### config.mk
export PLATFORM = sky130hd
export DESIGN_NAME = mux_sel_arbiter
export DESIGN_NICKNAME = d
export VERILOG_FILES = /design/src/rtl/mux_arb_pkg.sv /design/src/rtl/dead_timer.sv /design/src/rtl/mux_sel_arbiter.sv
export SDC_FILE = /design/constraint.sdc
export NUM_CORES = 1
export LEC_CHECK = 0
export BUFFER_PORTS_ARGS = -buffer_cell sky130_fd_sc_hd__clkbuf_2
export CORE_MARGIN = 1
export CORE_UTILIZATION = 55
export CTS_CLUSTER_DIAMETER = 60
export DETAILED_ROUTE_END_ITERATION = 8
export GPL_TIMING_DRIVEN = 1
export PLACE_DENSITY = 0.74
export SETUP_SLACK_MARGIN = 0.4
export SLEW_MARGIN = 0
export SYNTH_ARGS = -nofsm -noshare
export SYNTH_HDL_FRONTEND = slang
export SYNTH_SLANG_ARGS = --single-unit
### constraint.sdc
create_clock -name clk -period 4.4 [get_ports clk]
set_input_delay 0.66 -clock clk [delete_from_list [all_inputs] [get_ports clk]]
set_output_delay 0.66 -clock clk [all_outputs]
set_load 0.02 [all_outputs]
### src/rtl/mux_arb_pkg.sv
// rtl/mux_arb_pkg.sv - shared types and defaults for the mux select arbiter
package mux_arb_pkg;

  typedef enum logic [2:0] {
    IDLE,
    SET_A,
    OWN_A,
    SET_B,
    OWN_B
  } arb_state_t;

  typedef enum logic {
    OWN_IS_A,
    OWN_IS_B
  } owner_t;

  localparam int DEAD_CYC_DEFAULT = 2;
  localparam int HOLD_MAX_DEFAULT = 8;

endpackage

### src/rtl/dead_timer.sv
// rtl/dead_timer.sv - 4-bit loadable down-counter timing the select dead window
module dead_timer (
  input  logic       clk,
  input  logic       rst,
  input  logic       load,
  input  logic [3:0] load_val,
  output logic       done
);

  logic [3:0] count;

  // Load takes priority; otherwise count down and rest at zero.
  always_ff @(posedge clk or posedge rst) begin
    if (rst) begin
      count <= 4'd0;
    end else if (load) begin
      count <= load_val;
    end else if (count != 4'd0) begin
      count <= count - 4'd1;
    end
  end

  assign done = (count == 4'd0);

endmodule

### src/rtl/mux_sel_arbiter.sv
// rtl/mux_sel_arbiter.sv - two-requester mux select arbiter with break-before-make settle; MUX_ARB_ROUND_ROBIN_EN selects round-robin ties
module mux_sel_arbiter
  import mux_arb_pkg::*;
#(
  parameter int DEAD_CYC = DEAD_CYC_DEFAULT,
  parameter int HOLD_MAX = HOLD_MAX_DEFAULT
) (
  input  logic clk,
  input  logic rst,
  input  logic req_a,
  input  logic req_b,
  output logic sel,
  output logic gnt_a,
  output logic gnt_b,
  output logic settle
);

  localparam int HW = (HOLD_MAX < 1) ? 1 : $clog2(HOLD_MAX + 1);
  localparam logic [HW-1:0] HOLD_LAST = HW'((HOLD_MAX > 0) ? HOLD_MAX - 1 : 0);
  localparam logic [HW-1:0] HOLD_ONE  = HW'(1);
  localparam logic [3:0]    DEAD_LOAD = 4'(DEAD_CYC - 1);

  arb_state_t    state;
  owner_t        last_owner;
  logic [HW-1:0] hold_cnt;
  logic          dead_load;
  logic          dead_done;
  logic          tie_to_b;
  logic          win_b;

  // The timer is held at DEAD_CYC-1 outside the settle states, so it is
  // already loaded on the edge that enters SET_x and counts down inside it.
  assign dead_load = (state != SET_A) && (state != SET_B);

  dead_timer u_dead_timer (
    .clk      (clk),
    .rst      (rst),
    .load     (dead_load),
    .load_val (DEAD_LOAD),
    .done     (dead_done)
  );

  // Tie rule: last_owner is tracked in both builds, only round-robin uses it.
`ifdef MUX_ARB_ROUND_ROBIN_EN
  assign tie_to_b = (last_owner == OWN_IS_A);
`else
  assign tie_to_b = 1'b0 & (last_owner == OWN_IS_A);
`endif

  assign win_b = req_b && (!req_a || tie_to_b);

  // Arbitration FSM with registered outputs and the hold (preemption) counter.
  always_ff @(posedge clk or posedge rst) begin
    if (rst) begin
      state      <= IDLE;
      sel        <= 1'b0;
      gnt_a      <= 1'b0;
      gnt_b      <= 1'b0;
      settle     <= 1'b0;
      hold_cnt   <= '0;
      last_owner <= OWN_IS_B;
    end else begin
      case (state)
        IDLE: begin
          hold_cnt <= '0;
          if (req_a || req_b) begin
            if (win_b) begin
              if (sel) begin
                state      <= OWN_B;
                gnt_b      <= 1'b1;
                last_owner <= OWN_IS_B;
              end else begin
                state  <= SET_B;
                sel    <= 1'b1;
                settle <= 1'b1;
              end
            end else begin
              if (!sel) begin
                state      <= OWN_A;
                gnt_a      <= 1'b1;
                last_owner <= OWN_IS_A;
              end else begin
                state  <= SET_A;
                sel    <= 1'b0;
                settle <= 1'b1;
              end
            end
          end
        end

        SET_A: begin
          if (!req_a) begin
            state  <= IDLE;
            settle <= 1'b0;
          end else if (dead_done) begin
            state      <= OWN_A;
            settle     <= 1'b0;
            gnt_a      <= 1'b1;
            last_owner <= OWN_IS_A;
          end
        end

        SET_B: begin
          if (!req_b) begin
            state  <= IDLE;
            settle <= 1'b0;
          end else if (dead_done) begin
            state      <= OWN_B;
            settle     <= 1'b0;
            gnt_b      <= 1'b1;
            last_owner <= OWN_IS_B;
          end
        end

        OWN_A: begin
          if (!req_a) begin
            state    <= IDLE;
            gnt_a    <= 1'b0;
            hold_cnt <= '0;
          end else if (req_b) begin
            if ((HOLD_MAX != 0) && (hold_cnt == HOLD_LAST)) begin
              state    <= SET_B;
              gnt_a    <= 1'b0;
              sel      <= 1'b1;
              settle   <= 1'b1;
              hold_cnt <= '0;
            end else if (hold_cnt != {HW{1'b1}}) begin
              hold_cnt <= hold_cnt + HOLD_ONE;
            end
          end else begin
            hold_cnt <= '0;
          end
        end

        OWN_B: begin
          if (!req_b) begin
            state    <= IDLE;
            gnt_b    <= 1'b0;
            hold_cnt <= '0;
          end else if (req_a) begin
            if ((HOLD_MAX != 0) && (hold_cnt == HOLD_LAST)) begin
              state    <= SET_A;
              gnt_b    <= 1'b0;
              sel      <= 1'b0;
              settle   <= 1'b1;
              hold_cnt <= '0;
            end else if (hold_cnt != {HW{1'b1}}) begin
              hold_cnt <= hold_cnt + HOLD_ONE;
            end
          end else begin
            hold_cnt <= '0;
          end
        end

        default: begin
          state  <= IDLE;
          gnt_a  <= 1'b0;
          gnt_b  <= 1'b0;
          settle <= 1'b0;
        end
      endcase
    end
  end

endmodule

==> impl_metrics.ini, run 1 <==
[synth]
synth_cell_types = 49
netlist_instances = 130
ys_seq_area_share_pct = 32.2
yosys_register_bits = 15
synth-edff-count = 0
synth.most_common_cell = dfrtp_1
synth-main-ff-cell = dfrtp_1
yosysTopAreaCellShare_pct = 32.2
netlist_top_cells_count = dfrtp_1 (15), a21oi_1 (14), inv_1 (9), nor2_1 (9)
yosys-top-cells-area = dfrtp_1 (32%), ha_1 (6.4%), a21oi_1 (6.0%), xnor2_1 (3.0%), inv_1 (2.9%)
syn_nets = 140
async_flop_share_pct = 100
syn_avg_cell_area_um2 = 8.97
yosys_warnings = 0
syn-cell-area_um2 = 1170
yosysTopAreaCell = dfrtp_1

[clock_network]
cts_resized = 0
clockBufferDepth = 2
cts_sinks = 15
cts_tree = yes
cts_max_level = 1
ctsHoldBuffers = 0
cts_buffers = 3
clk_pin_slew_worst_paths_ns = 0.09
clock_latency_ns = 0.29
cts_root_buf = clkbuf_4
postCtsSetupBuffers = 0

[worst_hold_path]
hp-class = input pin to asynchronous set/reset pin

[placed_design]
io_buffer_count = 7
place_inst = 155
hpwl_um = 1790
place.gp.congestion = 0.819
pre_cts_slack_ns = 2.23

[critical_path]
cp_data_required_time_ns = 4.59
crit_fanout = 17
crit_buf_inv = 1
worstPathArrival_ns = 2.16
path_cells = clkinv_1 -> nor3_1 -> a2111oi_0 -> mux2_1
path_delay_family = flip-flops
cp_slowest_cell = dfrtp_1
worst-setup-path-type = register to register
end_kind = register
crit_path_max_incr_delay_ns = 0.70
start_kind = register

[floorplanning]
start_util_pct = 58.8
coreArea_um2 = 1980
fp.dieW_um = 48.0
rows = 16
dieArea_um2 = 2310
die_h_um = 48.0
ios = 8

[routing]
first_pass_iters = 4
ant_nets = 0
first_iter_violations = 49
vias_per_cell = 6.24
routed_wl_um = 2530
drcViolationCount = 0
wl_per_cell_um = 15.9
vias = 992

[global_routing]
grt_overflow = 0
grt_pass1_wl_um = 4040
grt_use_total_pct = 26.2
antenna_found_initial = 0
grt_pass1_vias = 885
grt_max_degree = 19

[finish]
antenna_cells = 0
nNetsFinal = 143
post-route-util_pct = 60.0
syn2layout_area_growth_pct = 2.04
drive_gt1_share_pct = 12.9
stdcell_count = 159

[timing]
tightest_slew_ns = 0.619
rsz0062_at_grt = no
fin_skew_ns = 0.00232
drv_slew = 0
fmax_ghz = 0.506
finalSetupViolations = 0
setup_tns_ns = 0
finalHoldViolCount = 0
worst_slew_margin_rel_pct = 58.7
timing.final.crit_share_pct = 44.9
holdWs_ns = 0.403
layout_min_cycle_time_ns = 1.97
fin_ws_ns = 2.43

[pwr]
p_leak_nw = 0.509
vdd_drop_max_mv = 0.306
cellPowerDensity_nw_per_um2 = 595

[status]
outcome = completed

[run]
cap_viol_max_count = 0
## worst reg2reg max path: cells and delay by family, from the launching register on
family	cells	cell delay [ns]
AOI/OAI and AO/OA	1	0.11
DFF	1	0.70
and+or+nand+nor	1	0.29
buffers and inverters	1	0.43
muxes	1	0.33
## state kept, by name, summed over array words and instances (netlist names)
name,cells
settle,1
sel,1
u_dead_timer.count,4
state,3
gnt_b,1
gnt_a,1
hold_cnt,4
## power breakdown
group,leakage [nW],total (mW),switching [mW],internal (mW)
clock network,0.0150,0.0837,0.0483,0.0354
logic,0.301,0.358,0.191,0.167
registers,0.193,0.266,0.0854,0.181
## metal layers
metal,track usage [%],share of wire [%],vias to the layer above,wire length [um]
met4,18.3,3.0,0,76
met1,32.7,43,468,1100
met5,0,0,-,0
met2,41.1,50,41,1250
met3,3.77,4.0,7,102
li1,-,-,476,-
## per-stage QoR
stage               total power [mW]  cell area (um2)
detailed placement             0.622             1160
finish                         0.708             1190
floorplan                      0.566             1170
global placement               0.605             1160
global route                   0.769             1190
CTS                            0.710             1190
## worst paths after layout
check / start / to / slack, ns / depth (start not counted)
min in group clk: gnt_b / gnt_b / 0.54 / 2
max: state[2] / settle / 2.43 / 4
min reg2reg: gnt_b / gnt_b / 0.54 / 2
min: rst / u_dead_timer.count[2] / 0.40 / 2
max reg2reg: state[2] / settle / 2.43 / 4
max in group asynchronous: rst / gnt_b / 3.60 / 2
## layout make-up
cell class / count / area (um2)
inverter: 10 / 37.5
multi-input combinational: 96 / 682
tap: 27 / 33.8
fill: 177 / 792
timing repair buffer: 7 / 35.0
clock buffer: 4 / 26.3
sequential: 15 / 375
## cell families after synthesis
logic type,synth area share (%)
AND/OR/NAND/NOR,23.4
AO/OA/AOI/OAI,23.0
buffers and inverters,9.33
flip-flops,32.2
adder cells (fa/ha/maj),6.44
XOR/XNOR,3.76
multiplexers,1.93
## cell usage in the layout (no fill, tap or decap), types with 3 or more instances in the layout
cell,synthesis,routed
a31oi_1,5,5
nand2_1,6,6
o21ai_0,6,6
clkbuf_4,0,3
xnor2_1,4,4
nor3_1,6,6
nand3_1,4,4
nor2_1,9,9
dfrtp_1,15,15
a21oi_1,14,14
inv_1,9,9
clkbuf_2,0,7
ha_1,6,6
Power figures use the tool's default switching activity.
==> run 2: changes to the inputs <==
Settings changed: CORE_UTILIZATION 55 to 53.
Clock period 4.4 ns to 1.6 ns, I/O delays scaled along.
==> run 2 against run 1 <==
The flow now finishes with violations (hold timing). Sequential cell count unchanged. Setup slack worse by 2.4 ns. Critical path depth is 1 higher. Via count is 12% higher. Fmax rose by 29%. Final area up 26%. Utilization rose by 14 points. Global-route usage decreased by 1.0 points. Die area grew 3.6%. Register-to-register slack got worse by 2.4 ns. Sequential power increased to 2.6 times the previous value. Critical path type unchanged. Highest routed layer unchanged.
==> impl_metrics.ini, run 2 (synthesis gave the netlist of run 1 again) <==
[finish]
largestRegisters = hold_cnt: 4 flops, u_dead_timer.count: 4 flops, state: 3 flops
antenna_cells = 0
fill_cells = 150
drive_gt1_share_pct = 41.9
final_cell_mix = buf_4 (20), dfrtp_1 (12), a21oi_1 (9)
post-route-util_pct = 74.0
nNetsFinal = 166
syn2layout_area_growth_pct = 28.3
layout_commonest_cell = buf_4

[routing]
wl_per_cell_um = 16.2
routed_wl_um = 2950
drcViolationCount = 0
first_pass_iters = 4
vias = 1114
first_iter_violations = 30
ant_nets = 0
vias_per_cell = 6.12

[floorplanning]
coreArea_um2 = 2020
start_util_pct = 57.7
dieArea_um2 = 2390
fp.dieW_um = 48.9
rows = 16
ios = 8
die_h_um = 48.9

[pwr]
power.share.sequential_pct = 28.0
vdd_drop_max_mv = 0.955
power_frac_comb_pct = 62.6
p_leak_nw = 0.633
switching_power_mw = 1.09
internal-power_mw = 1.33
p_clk_share_pct = 9.4
p_sw_share_pct = 45.0
cellPowerDensity_nw_per_um2 = 1620

[placed_design]
io_buffer_count = 7
place.gp.congestion = 0.903
hpwl_um = 1840

[clock_network]
cts_sinks = 15
clk_pin_slew_worst_paths_ns = 0.09
cts_tree = yes
cts_buffers = 3
clockBufferDepth = 2
cts_root_buf = clkbuf_4
ctsHoldBuffers = 0
cts_max_level = 1
clock_latency_ns = 0.29

[timing]
holdWs_ns = -0.0213
tightest_slew_ns = 0.606
drv_slew = 0
fin_skew_ns = 0.000464
finalHoldViolCount = 15
layout_min_cycle_time_ns = 1.53
timing.final.crit_share_pct = 95.7
worst_slew_margin_rel_pct = 59.6
fmax_ghz = 0.653
rsz0062_at_grt = yes
finalSetupViolations = 0

[status]
violations = hold timing
outcome = finished with violations

[run]
cap_viol_max_count = 0

[global_routing]
antenna_found_initial = 0
grt_use_total_pct = 25.1
grt_overflow = 0
grt_max_degree = 16
grt_pass1_vias = 995
grt_pass1_wl_um = 4590

[critical_path]
reg2reg_from = hold_cnt[1]
path_delay_family = simple AND/OR/NAND/NOR gates
start_kind = register
worst-setup-path-type = register to register
reg2reg_depth = 5
end_kind = register
crit_fanout = 6
worstPathArrival_ns = 1.75
cp_data_required_time_ns = 1.82
cp_slowest_cell = dfrtp_1
crit_path_max_incr_delay_ns = 0.42
path_cells = ha_4 -> and3b_2 -> a21bo_1 -> or3_1 -> a21oi_1
r2r_end = gnt_b
crit_buf_inv = 0
reg2reg_slack_ns = 0.07

[worst_hold_path]
hp-class = input pin to asynchronous set/reset pin
[run 2: cell count changes in the layout (fill, tap and decap cells not counted), moves of 4 or more]
cell,delta
o21ai_1,+4
a21oi_1,-5
o21ai_0,-4
buf_4,+20
a21oi_2,+5
[run 2: layout make-up]
cell class | count | area, um2 | area share, %
Sequential cell | 15 | 379 | 25.3
Multi-Input combinational cell | 96 | 796 | 53.2
Inverter | 10 | 41.3 | 2.76
Clock buffer | 3 | 22.5 | 1.51
Tap cell | 27 | 33.8 | 2.26
Timing Repair Buffer | 30 | 219 | 14.6
Clock inverter | 1 | 5.00 | 0.334
[run 2: worst reg2reg max path: cells and delay by family (launching register included)]
kind	cells	cell delay (ns)
AND/OR/NAND/NOR	2	0.55
flip-flops	1	0.42
AO/OA/AOI/OAI	2	0.31
adder cells (fa/ha/maj)	1	0.19
[run 2: what timing repair did]
action / CTS / global route
setup buffers: 8 / 5
gates resized for setup: 9 / 23
pin swaps: 6 / 7
setup endpoints to repair: 15 / 16
[run 2: worst max-delay path by stage]
stage	startpoint	end	slack, ns	cells past startpoint
after floorplan	hold_cnt[0]	gnt_b	0.09	6
after global placement	req_a	settle	0.06	8
after detailed placement	req_a	settle	0.02	8
after CTS	state[0]	settle	0.06	5
after global routing	u_dead_timer.count[0]	state[1]	-0.02	6
final	hold_cnt[1]	gnt_b	0.07	5
[run 2: layer usage]
layer | part of all wire [%] | GRT usage (%)
met5 | 0 | 0
met4 | 1.5 | 7.84
met3 | 5.9 | 3.74
met2 | 48 | 40.7
met1 | 45 | 34.5
[run 2: stage by stage]
stage               cell area [um2]  worst slack [ns]  total power [mW]  instances  setup TNS (ns)
global route                   1500           -0.0222              2.59        182         -0.0357
finish                         1500            0.0691              2.43        182               0
detailed placement             1250            0.0214              1.82        165               0
CTS                            1370            0.0644              2.16        177               0
global placement               1250            0.0630              1.78        165               0
floorplan                      1180            0.0901              1.58        130               0
[run 2: power by group through the flow]
| stage | registers [mW] | logic (mW) | clock network [mW] |
|---|---|---|---|
| after floorplan | 0.653 | 0.929 | 0 |
| after global placement | 0.665 | 1.12 | 0 |
| after detailed placement | 0.671 | 1.15 | 0 |
| after CTS | 0.666 | 1.26 | 0.236 |
| after global routing | 0.696 | 1.64 | 0.254 |
| final | 0.679 | 1.52 | 0.228 |
==> run 3: changes to the inputs <==
Settings changed: CORE_UTILIZATION 53 to 55.
Clock period 1.6 ns to 1.5 ns, I/O delays scaled along.
==> run 3 against run 2 <==
The flow finishes with violations (setup timing). Sequential share of layout area decreased by 2.1 points. Utilization increased by 8.4 points. Critical endpoint is now settle. Routed wire length up 12%. Setup slack got worse by 0.13 ns. Worst hold slack improved by 0.47 ns. Final area increased by 9.2%. Fmax decreased by 1.9%. Global-route usage is 4.8 points higher. Clock skew rose by 0.0034 ns. Largest cell class unchanged. Non-clock buffer count increased by 8. Count of clock-buffer cells in the layout is the same. First-iteration DRC count is 13% higher.
==> impl_metrics.ini, run 3 (synthesis gave the netlist of run 1 again) <==
[floorplanning]
rows = 16
dieArea_um2 = 2310
ios = 8
die_h_um = 48.0
start_util_pct = 58.8
fp.dieW_um = 48.0
coreArea_um2 = 1980

[finish]
layout_commonest_cell = buf_4
regArea_um2 = 380
multi_input_comb_area_um2 = 843
fill_cells = 108
nNetsFinal = 174
largestRegisters = hold_cnt: 4 flops, u_dead_timer.count: 4 flops, state: 3 flops
syn2layout_area_growth_pct = 40.1
antenna_cells = 0
final_cell_mix = buf_4 (28), dfrtp_1 (11), a21oi_1 (7), a21oi_2 (7)
drive_gt1_share_pct = 48.5

[timing]
timing.final.crit_share_pct = 104
fin_ws_ns = -0.0608
rsz0062_at_grt = yes
fin_skew_ns = 0.00382
tightest_slew_ns = 0.376
drv_slew = 0
fmax_ghz = 0.641
worst_slew_margin_rel_pct = 74.9
finalSetupViolations = 9
finalHoldViolCount = 0
holdWs_ns = 0.449
layout_min_cycle_time_ns = 1.56

[routing]
ant_nets = 0
vias = 1152
vias_per_cell = 6.06
drcViolationCount = 0
routed_wl_um = 3310
wl_per_cell_um = 17.4
first_pass_iters = 4
first_iter_violations = 34

[clock_network]
cts_max_level = 1
clock_latency_ns = 0.29
clk_pin_slew_worst_paths_ns = 0.10
cts_sinks = 15
cts_buffers = 3
cts_tree = yes
clockBufferDepth = 2
cts_root_buf = clkbuf_4

[global_routing]
grt_overflow = 0
grt_pass1_vias = 1081
grt_pass1_wl_um = 4700
grt_use_total_pct = 29.9
antenna_found_initial = 0
grt_max_degree = 16

[status]
outcome = finished with violations
violations = setup timing

[critical_path]
reg2reg_depth = 4
crit_fanout = 10
worstSetupEndpoint = settle
crit_buf_inv = 1
crit_path_max_incr_delay_ns = 0.50
end_kind = register
cp.depth = 4
cp_slowest_cell = dfrtp_1
reg2reg_slack_ns = -0.06
worst-setup-path-type = register to register
path_delay_family = flip-flops
start_kind = register
startpoint = state[2]
reg2reg_from = state[2]
cp_data_required_time_ns = 1.69
r2r_end = settle
worstPathArrival_ns = 1.75
path_cells = clkinv_2 -> nor3_2 -> a2111oi_4 -> mux2_1

[pwr]
p_clk_share_pct = 8.2
internal-power_mw = 1.69
cellPowerDensity_nw_per_um2 = 1840
power_frac_comb_pct = 67.4
p_sw_share_pct = 44.0
vdd_drop_max_mv = 1.18
switching_power_mw = 1.33
p_leak_nw = 0.694
power.share.sequential_pct = 24.4

[placed_design]
place.gp.congestion = 0.880
pre_cts_slack_ns = -0.0889
hpwl_um = 2180
io_buffer_count = 7

[run]
cap_viol_max_count = 0

[worst_hold_path]
hp-class = input pin to asynchronous set/reset pin
run 3: cell count changes in the layout (fill, tap and decap cells not counted), sizes merged:
cell,before,now
clkbuf,9,8
buf,24,32
clkinv,1,2
dlygate4sd3,0,1
inv,9,8
run 3: layout make-up:
type	instances	share of cell area (%)
Clock buffer	3	1.38
Clock inverter	1	0.306
Inverter	10	2.60
Multi-Input combinational cell	96	51.6
Sequential cell	15	23.3
Tap cell	27	2.07
Timing Repair Buffer	38	18.8
run 3: worst min-delay path by stage:
stage           from     endpoint  cells after the start
2_1_floorplan    rst        gnt_a                      1
3_3_place_gp     rst  hold_cnt[1]                      2
3_5_place_dp     rst  hold_cnt[0]                      2
4_1_cts        req_a          sel                      4
5_1_grt          rst     state[2]                      3
6_report         rst       settle                      3
run 3: what timing repair did:
item / CTS / global route
endpoints found under the hold margin: 15 / 0
endpoints found under the setup margin: 18 / 19
gates cloned: 0 / 0
hold buffers: 1 / 0
resized for setup: 25 / 21
pin swaps: 9 / 4
buffers inserted: 5 / 4
run 3: worst reg2reg max path, delay by kind of cell, from the launching register on:
family	cells	cell delay, ns
buffers and inverters	1	0.25
AOI/OAI and AO/OA	1	0.08
DFF	1	0.50
and+or+nand+nor	1	0.32
muxes	1	0.29
run 3: metal layers:
layer | GRT usage [%] | vias up | part of all wire, %
li1 | - | 544 | -
met1 | 37.0 | 561 | 42
met2 | 48.9 | 41 | 51
met3 | 6.42 | 6 | 5.2
met4 | 15.0 | 0 | 1.6
met5 | 0 | - | 0
run 3: power groups by stage:
stage / Combinational (mW) / Sequential (mW) / Clock (mW)
4_1_cts: 1.71 / 0.716 / 0.255
3_5_place_dp: 1.39 / 0.717 / 0
6_report: 2.03 / 0.735 / 0.248
5_1_grt: 2.17 / 0.753 / 0.265
3_3_place_gp: 1.33 / 0.708 / 0
2_1_floorplan: 0.991 / 0.696 / 0
run 3: metrics by stage:
stage          std cells  power (mW)  TNS (ns)  utilization (%)  instance area [um2]
2_1_floorplan        130        1.69  -0.00991                -                 1180
3_3_place_gp         176        2.03   -0.0250             67.5                 1340
3_5_place_dp         176        2.10    -0.131             67.5                 1340
4_1_cts              186        2.69   -0.0356             76.8                 1520
5_1_grt              190        3.19     -1.04             82.4                 1630
6_report             190        3.01    -0.299             82.4                 1630
